--- src/rtl/voxel_gpu_fill_pkg.sv ---
`default_nettype none
// ============================================================================
// Module      : gpu_pkg
// Description : Shared GPU types: fill-engine register indices, the fill FSM
//               state encoding and the camera/vector types used by the
//               renderer.
// Revision    : 1.0 - initial release
// ============================================================================
package gpu_pkg;

    // Register word indices on the s1 slave
    localparam logic [7:0] REG_PIXBUF  = 8'h00;
    localparam logic [7:0] REG_CLEAR   = 8'h01;
    localparam logic [7:0] REG_CTRL    = 8'h0d;
    localparam logic [7:0] REG_STATUS  = 8'h0e;
    localparam logic [7:0] REG_TRIGGER = 8'h0f;

    // Fill engine state encoding
    typedef enum logic [1:0] {
        FILL_IDLE   = 2'd0,
        FILL_WRITE  = 2'd1,
        FILL_FINISH = 2'd2
    } fill_state_e;

    // Renderer-side types
    typedef struct packed {
        logic signed [15:0] x;
        logic signed [15:0] y;
        logic signed [15:0] z;
    } vec3_t;

    typedef struct packed {
        vec3_t      pos;
        vec3_t      dir;
        logic [7:0] fov;
    } camera_t;

endpackage
`default_nettype wire

--- src/rtl/voxel_gpu_fill_if.sv ---
`default_nettype none
// ============================================================================
// Module      : voxel_gpu_fill_if
// Description : Avalon-MM bundle for the fill block: the s1 register slave
//               and the m1 pixel-memory master.
// Revision    : 1.0 - initial release
// ============================================================================
interface voxel_gpu_fill_if;
    logic [7:0]  s1_address;
    logic [31:0] s1_writedata;
    logic        s1_write;
    logic [31:0] s1_readdata;
    logic        s1_waitrequest;
    logic [31:0] m1_address;
    logic [31:0] m1_writedata;
    logic        m1_write;
    logic        m1_waitrequest;
    logic        m1_read;
    logic [31:0] m1_readdata;
    logic        m1_readdatavalid;

    // Block side: register slave on s1, bus master on m1
    modport slave (
        input  s1_address, s1_writedata, s1_write,
        output s1_readdata, s1_waitrequest,
        output m1_address, m1_writedata, m1_write, m1_read,
        input  m1_waitrequest, m1_readdata, m1_readdatavalid
    );

    // System side: HPS bridge driving s1, memory answering m1
    modport master (
        output s1_address, s1_writedata, s1_write,
        input  s1_readdata, s1_waitrequest,
        input  m1_address, m1_writedata, m1_write, m1_read,
        output m1_waitrequest, m1_readdata, m1_readdatavalid
    );
endinterface
`default_nettype wire

--- src/rtl/voxel_gpu_fill_dma.sv ---
`default_nettype none
// ============================================================================
// Module      : voxel_gpu_fill_dma
// Description : Frame-clear engine: fill FSM, row/column counters, address
//               generation and the m1 write handshake.
// Revision    : 1.0 - initial release
// ============================================================================
module voxel_gpu_fill_dma
    import gpu_pkg::*;
#(
    parameter int H_RESOLUTION     = 256,
    parameter int V_RESOLUTION     = 192,
    parameter int PIXEL_BYTES      = 2,
    parameter int ROW_STRIDE_BYTES = 1024
) (
    input  wire logic        clock,
    input  wire logic        reset_n,
    input  wire logic        start,
    input  wire logic        abort_req,
    input  wire logic [31:0] base_in,
    input  wire logic [31:0] pat_in,
    input  wire logic        m1_waitrequest,
    output logic [31:0]      m1_address,
    output logic [31:0]      m1_writedata,
    output logic             m1_write,
    output logic             busy,
    output logic             finish
);

    localparam int c_WPR   = H_RESOLUTION * PIXEL_BYTES / 4;
    localparam int c_COL_W = (c_WPR > 1) ? $clog2(c_WPR) : 1;
    localparam int c_ROW_W = (V_RESOLUTION > 1) ? $clog2(V_RESOLUTION) : 1;
    localparam logic [c_COL_W-1:0] c_LAST_COL = c_COL_W'(c_WPR - 1);
    localparam logic [c_ROW_W-1:0] c_LAST_ROW = c_ROW_W'(V_RESOLUTION - 1);

    fill_state_e        r_state;
    fill_state_e        w_next_state;
    logic [31:0]        r_base;
    logic [31:0]        r_pat;
    logic [c_COL_W-1:0] r_col;
    logic [c_ROW_W-1:0] r_row;
    logic               r_abort_pend;

    logic        w_accept;
    logic        w_last;
    logic        w_abort;
    logic [31:0] w_addr;

    assign w_accept = (r_state == FILL_WRITE) && !m1_waitrequest;
    assign w_last   = (r_col == c_LAST_COL) && (r_row == c_LAST_ROW);
    // An abort seen in the same cycle as an acceptance still counts
    assign w_abort  = r_abort_pend || abort_req;
    assign w_addr   = r_base + (32'(r_row) * 32'(ROW_STRIDE_BYTES)) + (32'(r_col) << 2);

    // State register
    always_ff @(posedge clock) begin
        if (!reset_n) r_state <= FILL_IDLE;
        else          r_state <= w_next_state;
    end

    // Next-state: aborts only take effect on an accepted word
    always_comb begin
        w_next_state = r_state;
        case (r_state)
            FILL_IDLE:   if (start) w_next_state = FILL_WRITE;
            FILL_WRITE: begin
                if (w_accept) begin
                    if (w_last)       w_next_state = FILL_FINISH;
                    else if (w_abort) w_next_state = FILL_IDLE;
                end
            end
            FILL_FINISH: w_next_state = FILL_IDLE;
            default:     w_next_state = FILL_IDLE;
        endcase
    end

    // Latched job parameters, word counters and pending abort flag
    always_ff @(posedge clock) begin
        if (!reset_n) begin
            r_base       <= '0;
            r_pat        <= '0;
            r_col        <= '0;
            r_row        <= '0;
            r_abort_pend <= 1'b0;
        end else begin
            if (r_state == FILL_IDLE) begin
                r_abort_pend <= 1'b0;
                if (start) begin
                    r_base <= base_in;
                    r_pat  <= pat_in;
                    r_col  <= '0;
                    r_row  <= '0;
                end
            end else if (r_state == FILL_WRITE) begin
                if (abort_req) r_abort_pend <= 1'b1;
                if (w_accept) begin
                    if (r_col == c_LAST_COL) begin
                        r_col <= '0;
                        r_row <= r_row + 1'b1;
                    end else begin
                        r_col <= r_col + 1'b1;
                    end
                end
            end
        end
    end

    // Outputs: bus lines are zero whenever no word is being presented
    always_comb begin
        m1_write     = 1'b0;
        m1_address   = '0;
        m1_writedata = '0;
        busy         = (r_state != FILL_IDLE);
        finish       = (r_state == FILL_FINISH);
        if (r_state == FILL_WRITE) begin
            m1_write     = 1'b1;
            m1_address   = w_addr;
            m1_writedata = r_pat;
        end
    end

endmodule
`default_nettype wire

--- src/rtl/voxel_gpu_fill.sv ---
`default_nettype none
// ============================================================================
// Module      : voxel_gpu_fill
// Description : GPU front end: Avalon-MM register file on s1, frame-clear DMA
//               on m1, level interrupt on fill completion.
// Revision    : 1.0 - initial release
// ============================================================================
module voxel_gpu_fill
    import gpu_pkg::*;
#(
    parameter logic [31:0] DEFAULT_BUFFER   = 32'h0800_0000,
    parameter int          H_RESOLUTION     = 256,
    parameter int          V_RESOLUTION     = 192,
    parameter int          PIXEL_BYTES      = 2,
    parameter int          ROW_STRIDE_BYTES = 1024
) (
    input  wire logic        clock,
    input  wire logic        reset_n,
    voxel_gpu_fill_if.slave  bus,
    output logic             irq
);

    logic [31:0] r_pixel_buffer;
    logic [31:0] r_clear_color;
    logic        r_irq_en;
    logic        r_done;

    logic w_busy;
    logic w_finish;
    logic w_wr_pixbuf;
    logic w_wr_clear;
    logic w_wr_ctrl;
    logic w_wr_status;
    logic w_wr_trigger;
    logic w_unused;

    assign w_wr_pixbuf  = bus.s1_write && (bus.s1_address == REG_PIXBUF);
    assign w_wr_clear   = bus.s1_write && (bus.s1_address == REG_CLEAR);
    assign w_wr_ctrl    = bus.s1_write && (bus.s1_address == REG_CTRL);
    assign w_wr_status  = bus.s1_write && (bus.s1_address == REG_STATUS);
    assign w_wr_trigger = bus.s1_write && (bus.s1_address == REG_TRIGGER);

    assign bus.s1_waitrequest = 1'b0;
    assign bus.m1_read        = 1'b0;
    assign w_unused           = ^{bus.m1_readdata, bus.m1_readdatavalid};

    // Register file; completion setting done beats a same-cycle W1C
    always_ff @(posedge clock) begin
        if (!reset_n) begin
            r_pixel_buffer <= DEFAULT_BUFFER;
            r_clear_color  <= '0;
            r_irq_en       <= 1'b0;
            r_done         <= 1'b0;
        end else begin
            if (w_wr_pixbuf) r_pixel_buffer <= bus.s1_writedata;
            if (w_wr_clear)  r_clear_color  <= bus.s1_writedata;
            if (w_wr_ctrl)   r_irq_en       <= bus.s1_writedata[0];
            if (w_finish)                                r_done <= 1'b1;
            else if (w_wr_status && bus.s1_writedata[1]) r_done <= 1'b0;
        end
    end

    // Combinational readback mux
    always_comb begin
        bus.s1_readdata = '0;
        case (bus.s1_address)
            REG_PIXBUF: bus.s1_readdata = r_pixel_buffer;
            REG_CLEAR:  bus.s1_readdata = r_clear_color;
            REG_CTRL:   bus.s1_readdata = {31'b0, r_irq_en};
            REG_STATUS: bus.s1_readdata = {30'b0, r_done, w_busy};
            default:    bus.s1_readdata = '0;
        endcase
    end

    assign irq = r_done && r_irq_en;

    voxel_gpu_fill_dma #(
        .H_RESOLUTION     (H_RESOLUTION),
        .V_RESOLUTION     (V_RESOLUTION),
        .PIXEL_BYTES      (PIXEL_BYTES),
        .ROW_STRIDE_BYTES (ROW_STRIDE_BYTES)
    ) u_dma (
        .clock          (clock),
        .reset_n        (reset_n),
        .start          (w_wr_trigger),
        .abort_req      (w_wr_status && bus.s1_writedata[2]),
        .base_in        (r_pixel_buffer),
        .pat_in         (r_clear_color),
        .m1_waitrequest (bus.m1_waitrequest),
        .m1_address     (bus.m1_address),
        .m1_writedata   (bus.m1_writedata),
        .m1_write       (bus.m1_write),
        .busy           (w_busy),
        .finish         (w_finish)
    );

endmodule
`default_nettype wire
--- src/flat_wrapper.sv ---
// flat-port wrapper written by rule: the top's interface ports become plain ports
module voxel_gpu_fill_flat import gpu_pkg::*;
#(
    parameter logic [31:0] DEFAULT_BUFFER   = 32'h0800_0000,
    parameter int          H_RESOLUTION     = 256,
    parameter int          V_RESOLUTION     = 192,
    parameter int          PIXEL_BYTES      = 2,
    parameter int          ROW_STRIDE_BYTES = 1024
)
  (clock, reset_n, irq, bus_s1_address, bus_s1_writedata, bus_s1_write, bus_s1_readdata, bus_s1_waitrequest, bus_m1_address, bus_m1_writedata, bus_m1_write, bus_m1_read, bus_m1_waitrequest, bus_m1_readdata, bus_m1_readdatavalid);
  voxel_gpu_fill_if bus_i ();
  input  wire logic clock;
  input  wire logic reset_n;
  output logic irq;
  input wire logic [$bits(bus_i.s1_address)-1:0] bus_s1_address;
  input wire logic [$bits(bus_i.s1_writedata)-1:0] bus_s1_writedata;
  input wire logic [$bits(bus_i.s1_write)-1:0] bus_s1_write;
  output wire logic [$bits(bus_i.s1_readdata)-1:0] bus_s1_readdata;
  output wire logic [$bits(bus_i.s1_waitrequest)-1:0] bus_s1_waitrequest;
  output wire logic [$bits(bus_i.m1_address)-1:0] bus_m1_address;
  output wire logic [$bits(bus_i.m1_writedata)-1:0] bus_m1_writedata;
  output wire logic [$bits(bus_i.m1_write)-1:0] bus_m1_write;
  output wire logic [$bits(bus_i.m1_read)-1:0] bus_m1_read;
  input wire logic [$bits(bus_i.m1_waitrequest)-1:0] bus_m1_waitrequest;
  input wire logic [$bits(bus_i.m1_readdata)-1:0] bus_m1_readdata;
  input wire logic [$bits(bus_i.m1_readdatavalid)-1:0] bus_m1_readdatavalid;
  assign bus_i.s1_address = bus_s1_address;
  assign bus_i.s1_writedata = bus_s1_writedata;
  assign bus_i.s1_write = bus_s1_write;
  assign bus_s1_readdata = bus_i.s1_readdata;
  assign bus_s1_waitrequest = bus_i.s1_waitrequest;
  assign bus_m1_address = bus_i.m1_address;
  assign bus_m1_writedata = bus_i.m1_writedata;
  assign bus_m1_write = bus_i.m1_write;
  assign bus_m1_read = bus_i.m1_read;
  assign bus_i.m1_waitrequest = bus_m1_waitrequest;
  assign bus_i.m1_readdata = bus_m1_readdata;
  assign bus_i.m1_readdatavalid = bus_m1_readdatavalid;
  voxel_gpu_fill #(.DEFAULT_BUFFER(DEFAULT_BUFFER), .H_RESOLUTION(H_RESOLUTION), .V_RESOLUTION(V_RESOLUTION), .PIXEL_BYTES(PIXEL_BYTES), .ROW_STRIDE_BYTES(ROW_STRIDE_BYTES)) u_core (.clock(clock), .reset_n(reset_n), .bus(bus_i), .irq(irq));
endmodule
--- config.mk ---
export PLATFORM = sky130hd
export DESIGN_NAME = voxel_gpu_fill_flat
export DESIGN_NICKNAME = d
export VERILOG_FILES = /design/src/rtl/voxel_gpu_fill_pkg.sv /design/src/rtl/voxel_gpu_fill_if.sv /design/src/rtl/voxel_gpu_fill_dma.sv /design/src/rtl/voxel_gpu_fill.sv /design/src/flat_wrapper.sv
export SDC_FILE = /design/constraint.sdc
export NUM_CORES = 1
export LEC_CHECK = 0
export CAP_MARGIN = 20
export CORE_ASPECT_RATIO = 0.6
export CORE_MARGIN = 4
export CORE_UTILIZATION = 25
export DETAILED_ROUTE_END_ITERATION = 8
export GPL_TIMING_DRIVEN = 0
export RECOVER_POWER = 25
export SLEW_MARGIN = 20
export SYNTH_ARGS = -nofsm -noshare
export SYNTH_HDL_FRONTEND = slang
export SYNTH_SLANG_ARGS = --single-unit
export TNS_END_PERCENT = 10
--- constraint.sdc ---
create_clock -name clock -period 3.8 [get_ports clock]
set_input_delay 0.95 -clock clock [delete_from_list [all_inputs] [get_ports clock]]
set_output_delay 0.95 -clock clock [all_outputs]
set_load 0.005 [all_outputs]
# Word level (Yosys, flattened, before mapping)
# Index checks and enable logic that the tools add are counted.
[word_totals]
regBits = 148
latchBits = 0
ram_bits = 0
rom_bits = 0
word_cells = 72
mem_count = 0
[classes]
add_sub_neg = 4
multipliers = 0
div_mod_pow = 0
n_lt_le_gt_ge = 0
n_eq_ne = 11
shift = 0
mux = 21
n_bitwise = 1
reduce_logical = 25
[ops]
columns = ["cell", "n"]
rows = [
  ["32-bit case mux with 4 select lines", 1],
  ["32-bit two-way mux", 2],
  ["8-bit two-way mux", 5],
  ["7-bit two-way mux", 5],
  ["32-bit by 18-bit adder with 32-bit output", 1],
  ["32-bit by 9-bit adder with 32-bit output", 1],
  ["8-bit by 4-bit equality test with 1-bit output, second input constant", 3],
  ["1-bit logical AND", 10],
  ["2-bit nonzero test", 5],
  ["8-bit by 1-bit adder with 8-bit output, second input constant", 1],
  ["8-bit by 1-bit equality test with 1-bit output, second input constant", 1],
  ["8-bit equality test, second input constant", 1],
  ["8-bit zero test", 1],
  ["2-bit two-way mux", 4],
  ["7-bit by 1-bit adder with 7-bit output, second input constant", 1],
  ["7-bit equality test, second input constant", 1],
  ["3-bit AND reduction", 2],
  ["2-bit != test, second input constant", 2],
  ["2-bit case mux with 2 select lines", 1],
  ["2-bit AND reduction", 2],
  ["4-bit AND reduction", 1],
  ["1-bit two-way mux", 3],
  ["3-bit != test, second input constant", 1],
  ["2-bit by 1-bit equality test with 1-bit output, second input constant", 1],
  ["other kinds (6)", 6],
]

# Depth between registers and ports, before layout
# Gate-level depths: netlist (run 1).
[logic_depth]
ltp_word = 8
ltp_mapped = 9
mapped_depth_nobuf = 8

# By module
# Synthesis (run 1) repeated with hierarchy kept, for this count alone.
[unflattened]
hier_cells = 822
hier_area_um2 = 7405.9
[modules_own_cells]
columns = ["module", "n_inst", "cells_per_inst", "area_each_um2", "seq_area_each_um2"]
rows = [
  ["voxel_gpu_fill_dma", 1, 502, 4425.5, 1641.6],
  ["voxel_gpu_fill", 1, 320, 2980.4, 1321.3],
]

# Least setup slack after synthesis (run 1)
# OpenSTA, ideal clock, no wires.
[synth_path]
path_kind = "input -> output"
from = "input bus_s1_address[5]"
to = "output bus_s1_readdata[10]"
arrival_time_ps = 2324
required_ps = 2850
setup_slack_ps = 526
path_stages = 4
n_path_buf = 1
path_cell_list = "or4_4 nor4_4 clkbuf_1 a22o_1"
[synth_via]
elab_chain_cells = 2
[synth_rtl]
columns = ["item", "line", "rtl"]
rows = [
  ["from (decl)", "flat_wrapper.sv:15", "input wire logic [$bits(bus_i.s1_address)-1:0] bus_s1_address;"],
  ["8-bit by 4-bit equality test with 1-bit output (tied with other cells)", "voxel_gpu_fill.sv:66", "case (bus.s1_address)"],
  ["32-bit case mux with 4 select lines *", "voxel_gpu_fill.sv:66", ""],
  ["to (decl)", "flat_wrapper.sv:18", "output wire logic [$bits(bus_i.s1_readdata)-1:0] bus_s1_readdata;"],
]
# Mark *: on every way between the ends. The rest lies on a longest branch, timed or not.

# Worst setup path in the final report (run 1)
[layout_path]
from = "input bus_s1_address[6]"
to = "output bus_s1_readdata[0]"
# The elaborated chain is that of the path after synthesis.

==> flow_results.org, run 1 <==
** Run status
- Outcome :: finished, violations left
- Failing checks :: negative setup slack

** Timing
- Number of endpoints with negative hold slack in the final report :: 0
- Fraction of the cycle the final worst path needs :: 102.8%
- Setup repair after global routing could not meet its margin everywhere.
- Post-route setup slack :: -105.4 ps
- Post-route minimum period :: 3905 ps
- The clock arrives with around 9.3 ps of skew.
- Timing would allow up to 256.1 MHz.
- Setup-failing EPs final :: 17
- The number of max-slew violations in the final report came to 0.
- Measured slew at the worst slew-check pin :: 685.7 ps
- Relative max-transition margin :: approximately 54%
- Hold Worst Slack :: 449.9 ps

** Drt
- After detailed routing, the number of remaining DRC violations is 0.
- The final route contains around 7600 vias.
- The first detailed-routing pass ran for 5 iterations.
- DR WL/cell :: 17.95 µm
- DRT antenna net count :: 0
- Total wirelength of the detailed-routed design :: 27240 µm
- Initial drt markers :: roughly 650
- Using the TritonRoute via totals, the vias-per-cell ratio works out to between 4 and 5.

** Setup path
- The cell family contributing the most delay on the critical path is buffers and inverters.
- Data required time at the worst endpoint :: ~2900 ps
- Depth of the most critical reg-to-reg path :: 6
- Cell chain of the critical path :: dlygate4sd2_1, or4_4, nor3b_4, buf_6, clkbuf_1, clkbuf_1, a221o_1, dlygate4sd2_1
- The worst register-to-register path ends at u_core.u_dma.r_pat[14]$_SDFFE_PN0P_.
- Arrival time worst endpoint :: between 2000 and 3000 ps
- Critical path class :: in -> out
- The startpoint identified for the worst register-to-register timing path is u_core.u_dma.r_state[1]$_SDFFE_PN0P_.
- In this design, the stage delay of the slowest critical-path cell is approximately 590 ps.
- The worst register-to-register path has a setup slack of approximately 1500 ps.
- Worst Path Buf+Inv :: 5
- The worst setup path is launched from an input pin.
- Highest-delay cell along the critical path :: or4_4
- Crit. End Element :: output pin
- Maximum fanout along the worst path :: 4

** Worst hold path
- The tightest min-delay check is of the reg -> reg type.
- Start point of the worst min-delay path :: u_core.u_dma.r_pat[23]$_SDFFE_PN0P_
- Worst Hold Path Cells :: 2
- Worst min-delay path endpoint :: u_core.u_dma.r_pat[23]$_SDFFE_PN0P_

** Die
- The core region is 27990 µm².
- Area of the die :: roughly 32000 µm²
- For this configuration, the core starts out at a cell density of 25.80%.
- Site Rows :: 47
- Die width :: 227.4 µm
- Vert. Die Dim :: approximately 140 µm
- During I/O placement, the number of pins put on the boundary was ~180.

** Synthesis
- In this run, synthesis inferred 0 flip-flops with an integrated enable.
- Cell Area, Synth :: 7223 µm²
- Sequential element share of the synthesized area :: about two fifths
- Among all flip-flop cells after synthesis, the most frequent one is dfxtp_1.
- The Yosys step of the flow raised 0 warnings.
- Share of synthesized registers carrying an async set or reset :: 0%
- Average size of a mapped cell :: roughly 7.6 µm²
- The number of different library cells used by synthesis comes to 55.
- In this run, synthesis produced a sequential element count of about 150.
- Instance count of the mapped netlist :: 956

** Finish
- After routing the design area is 10190 µm².
- Of the cells placed in the final design, the portion with a size suffix greater than 1 is around an eighth.
- The library cells used most frequently in the layout, excluding fill and tap cells, are 295 x nand2_1, 152 x a21oi_1, 142 x dfxtp_1.
- Antenna fix cells :: 0
- Most common cell after layout, fill and taps aside :: nand2_1
- Synthesis-to-finish area growth :: 41.07%
- For this run, the post-layout net count is around 1200.

** Placed design
- Last weighted congestion value of the routability-driven placer :: roughly 0.86
- Detailed placement finished with a half-perimeter wire length of about 21000 µm.
- In this run the cell area measured after placement is around 9000 µm².
- Port buffering added 141 buffers.

** GRT
- Remaining Overflow, GRT :: 0
- The initial antenna violation count was 0.
- Entering global routing, the biggest net connects 17 pins.
- The via count of the first global-routing pass is about 6900.
- The first global-routing pass estimated just over 40000 µm of wire.
- GRT Total Usage :: between 15 and 20%

** Power and ir drop
- Static leakage :: approximately 3.7 nW
- In this run the power density over the cells is roughly 340 nW/µm².
- IR analysis of the VDD net gives a maximum drop of 0.2957 mV.

** CTS
- TritonCTS clock tree :: yes
- Clock-pin slew was measured on the worst setup and hold paths at 60 ps.
- Number of buffers inserted for hold repair after clock tree synthesis :: 0
- The H-tree generated during clock tree synthesis spans 4 levels.
- Clock latency on the worst-skew pair :: 410 ps
- CTS placed an instance of clkbuf_16 at the clock tree root.
- TritonCTS created 17 clock buffers.
- Clk sinks :: ~150
- Max Root-Sink Buffers :: 2

** Flow run
- Maximum capacitance violations :: 0
-- layer usage --
| layer | vias up | global-route usage [%] | share of wire, % |
|---|---|---|---|
| met5 | - | 0 | 0 |
| met4 | 0 | 2.450 | 0.72 |
| met3 | 20 | 3.726 | 7.1 |
| met2 | 274 | 23.16 | 40 |
| met1 | 3606 | 26.21 | 52 |
| li1 | 3655 | - | - |
-- state kept, by name, summed over array words and instances (netlist names) --
register / cells
u_core.u_dma.r_base: 32
u_core.u_dma.r_pat: 32
u_core.u_dma.r_col: 7
u_core.r_clear_color: 32
u_core.u_dma.r_abort_pend: 1
u_core.u_dma.r_state: 2
u_core.u_dma.r_row: 8
u_core.r_done: 1
u_core.r_irq_en: 1
u_core.r_pixel_buffer: 32
-- power breakdown --
group	switching, mW	total, mW	internal, mW
sequential	0.000971	1.55	1.55
combinational	0.0633	0.112	0.0490
clock	0.681	1.80	1.12
total	0.745	3.46	2.72
-- synthesized netlist by cell type (all sizes together), types with 7 or more instances --
library cell / n / area share [%]
nand2: 295 / 15
a21oi: 157 / 11
dfxtp: 148 / 41
clkbuf: 48 / 2.5
and2: 43 / 3.7
a22o: 30 / 3.6
nor2: 27 / 1.4
buf: 18 / 1.5
nand3: 18 / 1.2
ha: 17 / 2.9
o21ai: 16 / 1.1
nor2b: 12 / 1.0
nand4: 11 / 0.95
a2111o: 8 / 1.2
inv: 8 / 0.42
nor3: 8 / 0.55
xor2: 7 / 0.85
-- tightest hold or removal path, delay by kind of cell (launching register included) --
| kind | cells | cell delay, ps |
|---|---|---|
| compound gates | 1 | 50 |
| flops | 1 | 310 |
| simple gates | 1 | 50 |
-- worst max path at each step --
stage | from | end | slack [ps] | cells past startpoint
final | bus_s1_address[6] | bus_s1_readdata[0] | -110 | 8
after global routing | u_core.u_dma.r_col[0]$_SDFFE_PN0P_ | bus_m1_address[12] | -240 | 10
after CTS | u_core.u_dma.r_col[2]$_SDFFE_PN0P_ | bus_m1_address[25] | -260 | 8
after detailed placement | bus_s1_address[5] | bus_s1_readdata[22] | -920 | 6
after global placement | bus_s1_address[5] | bus_s1_readdata[23] | -910 | 6
after floorplan | bus_s1_address[5] | bus_s1_readdata[10] | 530 | 4
-- layout make-up --
cell class                 count  area, µm²
fill                        2869      17800
multi-input combinational    735       4165
sequential                   148       2973
timing repair buffer         163       1520
tap                          367      459.2
clock buffer                  19      442.9
buffer                        66      421.7
clock inverter                12      177.7
inverter                       8      30.03
-- through the flow --
stage | utilization [%] | TNS (ps) | cells | power, mW | worst slack (ps)
after floorplan | - | 0 | 957 | 1.621 | 526.5
after global placement | 32.50 | -29700 | 1465 | 1.696 | -909.1
after detailed placement | 32.50 | -29510 | 1465 | 1.696 | -917.9
after CTS | 36.03 | -3006 | 1512 | 3.474 | -258.8
after global routing | 36.40 | -4424 | 1518 | 3.563 | -240.4
final | 36.40 | -824.9 | 1518 | 3.462 | -105.4
-- timing repair --
action / 4_1_cts / 5_1_grt
gates resized for setup: 140 / 78
endpoints found under the hold margin: 0 / 0
gates cloned: 0 / 1
pin swaps: 20 / 7
setup endpoints to repair: 88 / 84
setup buffers: 16 / 5
-- logic make-up after synthesis --
group	count (synthesis)	synth area share, %
other	1	0.05192
AO/OA/AOI/OAI	249	21.05
XOR/XNOR	13	1.576
flip-flops	148	41.02
AND/OR/NAND/NOR	447	27.84
adder cells (fa/ha/maj)	18	3.222
multiplexers	6	0.8315
buffers and inverters	74	4.417
Note: power is estimated with default switching activity, not from simulation.
==> inputs of run 2 (changes only) <==
--- a/config.mk
+++ b/config.mk
@@ -5,6 +5,7 @@
 export SDC_FILE = /design/constraint.sdc
 export NUM_CORES = 1
 export LEC_CHECK = 0
+export ABC_CLOCK_PERIOD_IN_PS = 3900
 export CAP_MARGIN = 20
 export CORE_ASPECT_RATIO = 0.6
 export CORE_MARGIN = 4
==> constraint.sdc (replaced) <==
create_clock -name clock -period 3.9 [get_ports clock]
set_input_delay 0.975 -clock clock [delete_from_list [all_inputs] [get_ports clock]]
set_output_delay 0.975 -clock clock [all_outputs]
set_load 0.005 [all_outputs]
==> flow_results.org, run 2 (same netlist as run 1, synthesis figures left out) <==
** Placed design
- Buffers placed on the I/O ports in this run total roughly 140.
- The HPWL after detailed placement is 20930 µm.
- Worst setup slack before clock tree synthesis :: -867.9 ps
- Cell area reported after detailed placement :: between 9000 and 10000 µm²
- At the end of routability-driven placement, the weighted congestion stood at ~0.86.

** Finish
- The repair_antennas step left the layout with diodes totalling 0.
- Most common cell after layout, fill and taps aside :: nand2_1
- Nets :: about 1200
- The multi-input combinational cells in the finished layout cover a total of between 4000 and 5000 µm².
- Synthesis-to-finish area growth :: 41.73%
- Most used cells in the layout excluding fill and tap cells :: 295 x nand2_1, 152 x a21oi_1, 145 x dfxtp_1
- Ratio of cells with drive above 1 in the final layout :: a little over a tenth
- In the final layout, flip-flops and latches occupy 2969 µm².
- Fill cell total of the finished layout :: around 2900
- After routing the design area is ~10000 µm².

** Timing
- Headroom to the max-slew limit came out at 52.93%.
- The number of failing hold endpoints at the final stage was 0.
- Setup violations remaining at the end of the flow were counted as 6.
- Once routing completed, OpenROAD measured the worst setup slack at -84.70 ps.
- FMAX :: 251.0 MHz
- After layout, the worst path uses 102.2% of the clock period.
- At the pin with the least slew margin, the transition time is about 710 ps.
- Setup repair after global routing could not meet its margin everywhere.
- Number of max-slew violations in the final report :: 0
- The clock arrives with 7.644 ps of skew.
- Post-route minimum period :: approximately 4000 ps

** Drt
- Summed over all layers, the routed wires come to about 27000 µm.
- Dividing the detail-routed wire length by the instance count gives between 15 and 20 µm.
- Length of routed met3 wiring :: 2040 µm
- Initial drt markers :: roughly 660
- Post-detailed-route DRC marker count :: 0
- The detailed router put a total of ~14000 µm of wire on met1.
- Met2 Routed Length :: around 11000 µm
- In this run the remaining antenna-violating nets after routing total 0.
- Via density per instance :: around 4.9
- Uppermost signal routing layer after detailed routing :: met4
- Detailed-routing iteration count for the pre-antenna-repair pass :: 7
- Routed vias :: about 7500

** Setup path
- Of all nets on the critical path, the largest fanout is 5.
- Capture instance of the worst register-to-register path :: u_core.u_dma.r_pat[14]$_SDFFE_PN0P_
- The critical path is of the in -> out type.
- Depth of the most critical reg-to-reg path :: 6
- STA classifies the critical path endpoint as an output pin.
- Data required time at the worst endpoint :: 2920 ps
- Flop-to-flop setup slack :: 1600 ps
- Category of the worst setup path launch point :: input pin
- RR Startpoint :: u_core.u_dma.r_state[1]$_SDFFE_PN0P_
- STA puts the critical path data arrival time at 3010 ps.

** Die
- Measured along the y axis, the die boundary spans approximately 140 µm.
- The die covers about 32000 µm².
- Measured along the x axis, the die boundary spans between 200 and 250 µm.
- Site Rows :: 47
- During I/O placement, the number of pins put on the boundary was 177.
- Core Region :: about 28000 µm²
- Initial Utilization :: ~26%

** CTS
- The H-tree was split into 4 levels.
- CTS placed an instance of clkbuf_16 at the clock tree root.
- Clock buffer count from CTS :: 17
- Clk sinks :: 148
- The clock passes through at most 2 buffers.
- The number of hold buffers added after CTS was 0.
- TritonCTS clock tree :: yes
- Clock latency on the worst-skew pair, taken at its later pin, is 420 ps.
- Clock-pin slew was measured on the worst setup and hold paths at 60 ps.

** Run status
- The checks that failed: negative setup slack.
- The run finished, with violations left.

** Flow run
- Maximum capacitance violations :: 0

** Worst hold path
- Min-Delay Path Class :: reg -> reg
- Counting instances, the worst hold path has a depth of 2.
- In this run the most critical hold path is launched from u_core.u_dma.r_pat[23]$_SDFFE_PN0P_.
- Worst min-delay path endpoint :: u_core.u_dma.r_pat[23]$_SDFFE_PN0P_

** GRT
- The via count of the first global-routing pass was a little under 7000.
- GRT Total Usage :: between 10% and 20%
- Initial antenna violation count :: 0
- Remaining Overflow, GRT :: 0
- Maximum number of pins on one net before global-route repair :: 17
- Wire length of the first global-routing pass :: 40850 µm

** Power and ir drop
- Static leakage :: between 3 and 4 nW
- Peak ir drop on the vdd network :: about 0.3 mV
- Power spread over the standard cell area amounts to around 330 nW/µm².
- Post-layout total power :: between 3 and 4 mW
-- run 2: worst max path at each step --
| stage | start | slack (ps) | endpoint |
|---|---|---|---|
| floorplan | bus_s1_address[5] | 580 | bus_s1_readdata[10] |
| global placement | bus_s1_address[5] | -860 | bus_s1_readdata[23] |
| detailed placement | bus_s1_address[5] | -870 | bus_s1_readdata[22] |
| CTS | bus_s1_address[5] | -240 | bus_s1_readdata[0] |
| global route | u_core.u_dma.r_row[7]$_SDFFE_PN0P_ | -200 | bus_m1_address[18] |
| finish | bus_s1_address[6] | -80 | bus_s1_readdata[22] |
-- run 2: critical path, stage by stage --
cell and delay (ps):
dlygate4sd2_1 280, or4_4 590, nor4_4 170, clkbuf_1 210, buf_12 140, clkbuf_16 140
buf_6 110, a22o_1 180, clkdlybuf4s15_2 220
-- run 2: final cells by class --
| class | instances | area share, % |
|---|---|---|
| Multi-Input combinational cell | 735 | 40.67 |
| Sequential cell | 148 | 29.00 |
| Timing Repair Buffer | 164 | 15.28 |
| Tap cell | 367 | 4.485 |
| Clock buffer | 19 | 4.327 |
| Buffer | 65 | 4.204 |
| Clock inverter | 12 | 1.736 |
| Inverter | 8 | 0.2933 |
-- run 2: timing repair --
| action | in CTS | in global routing |
|---|---|---|
| buffers inserted | 16 | 6 |
| resized for setup | 125 | 53 |
| setup endpoints to repair | 87 | 67 |
| cloned | 0 | 1 |
| hold endpoints to repair | 0 | 0 |
| pin swaps | 21 | 5 |
-- run 2: power breakdown --
part	switching [mW]	total, mW	leakage, nW	internal (mW)
clock	0.661	1.75	0.304	1.09
sequential	0.000916	1.51	1.19	1.51
combinational	0.0618	0.110	2.30	0.0480
-- run 2: through the flow --
| stage | cells | setup TNS (ps) | hold WS [ps] | utilization [%] |
|---|---|---|---|---|
| floorplan | 957 | 0 | 431.7 | - |
| finish | 1518 | -270.1 | 449.6 | 36.57 |
| CTS | 1512 | -1401 | 452.3 | 35.89 |
| global placement | 1465 | -26810 | 439.0 | 32.50 |
| detailed placement | 1465 | -26550 | 443.3 | 32.50 |
| global route | 1518 | -4139 | 468.6 | 36.57 |
-- run 2: metal layers --
layer | up-vias | global-route usage [%]
met4 | 0 | 2.450
met3 | 13 | 3.704
met1 | 3573 | 26.45
met5 | - | 0
li1 | 3644 | -
met2 | 282 | 22.89
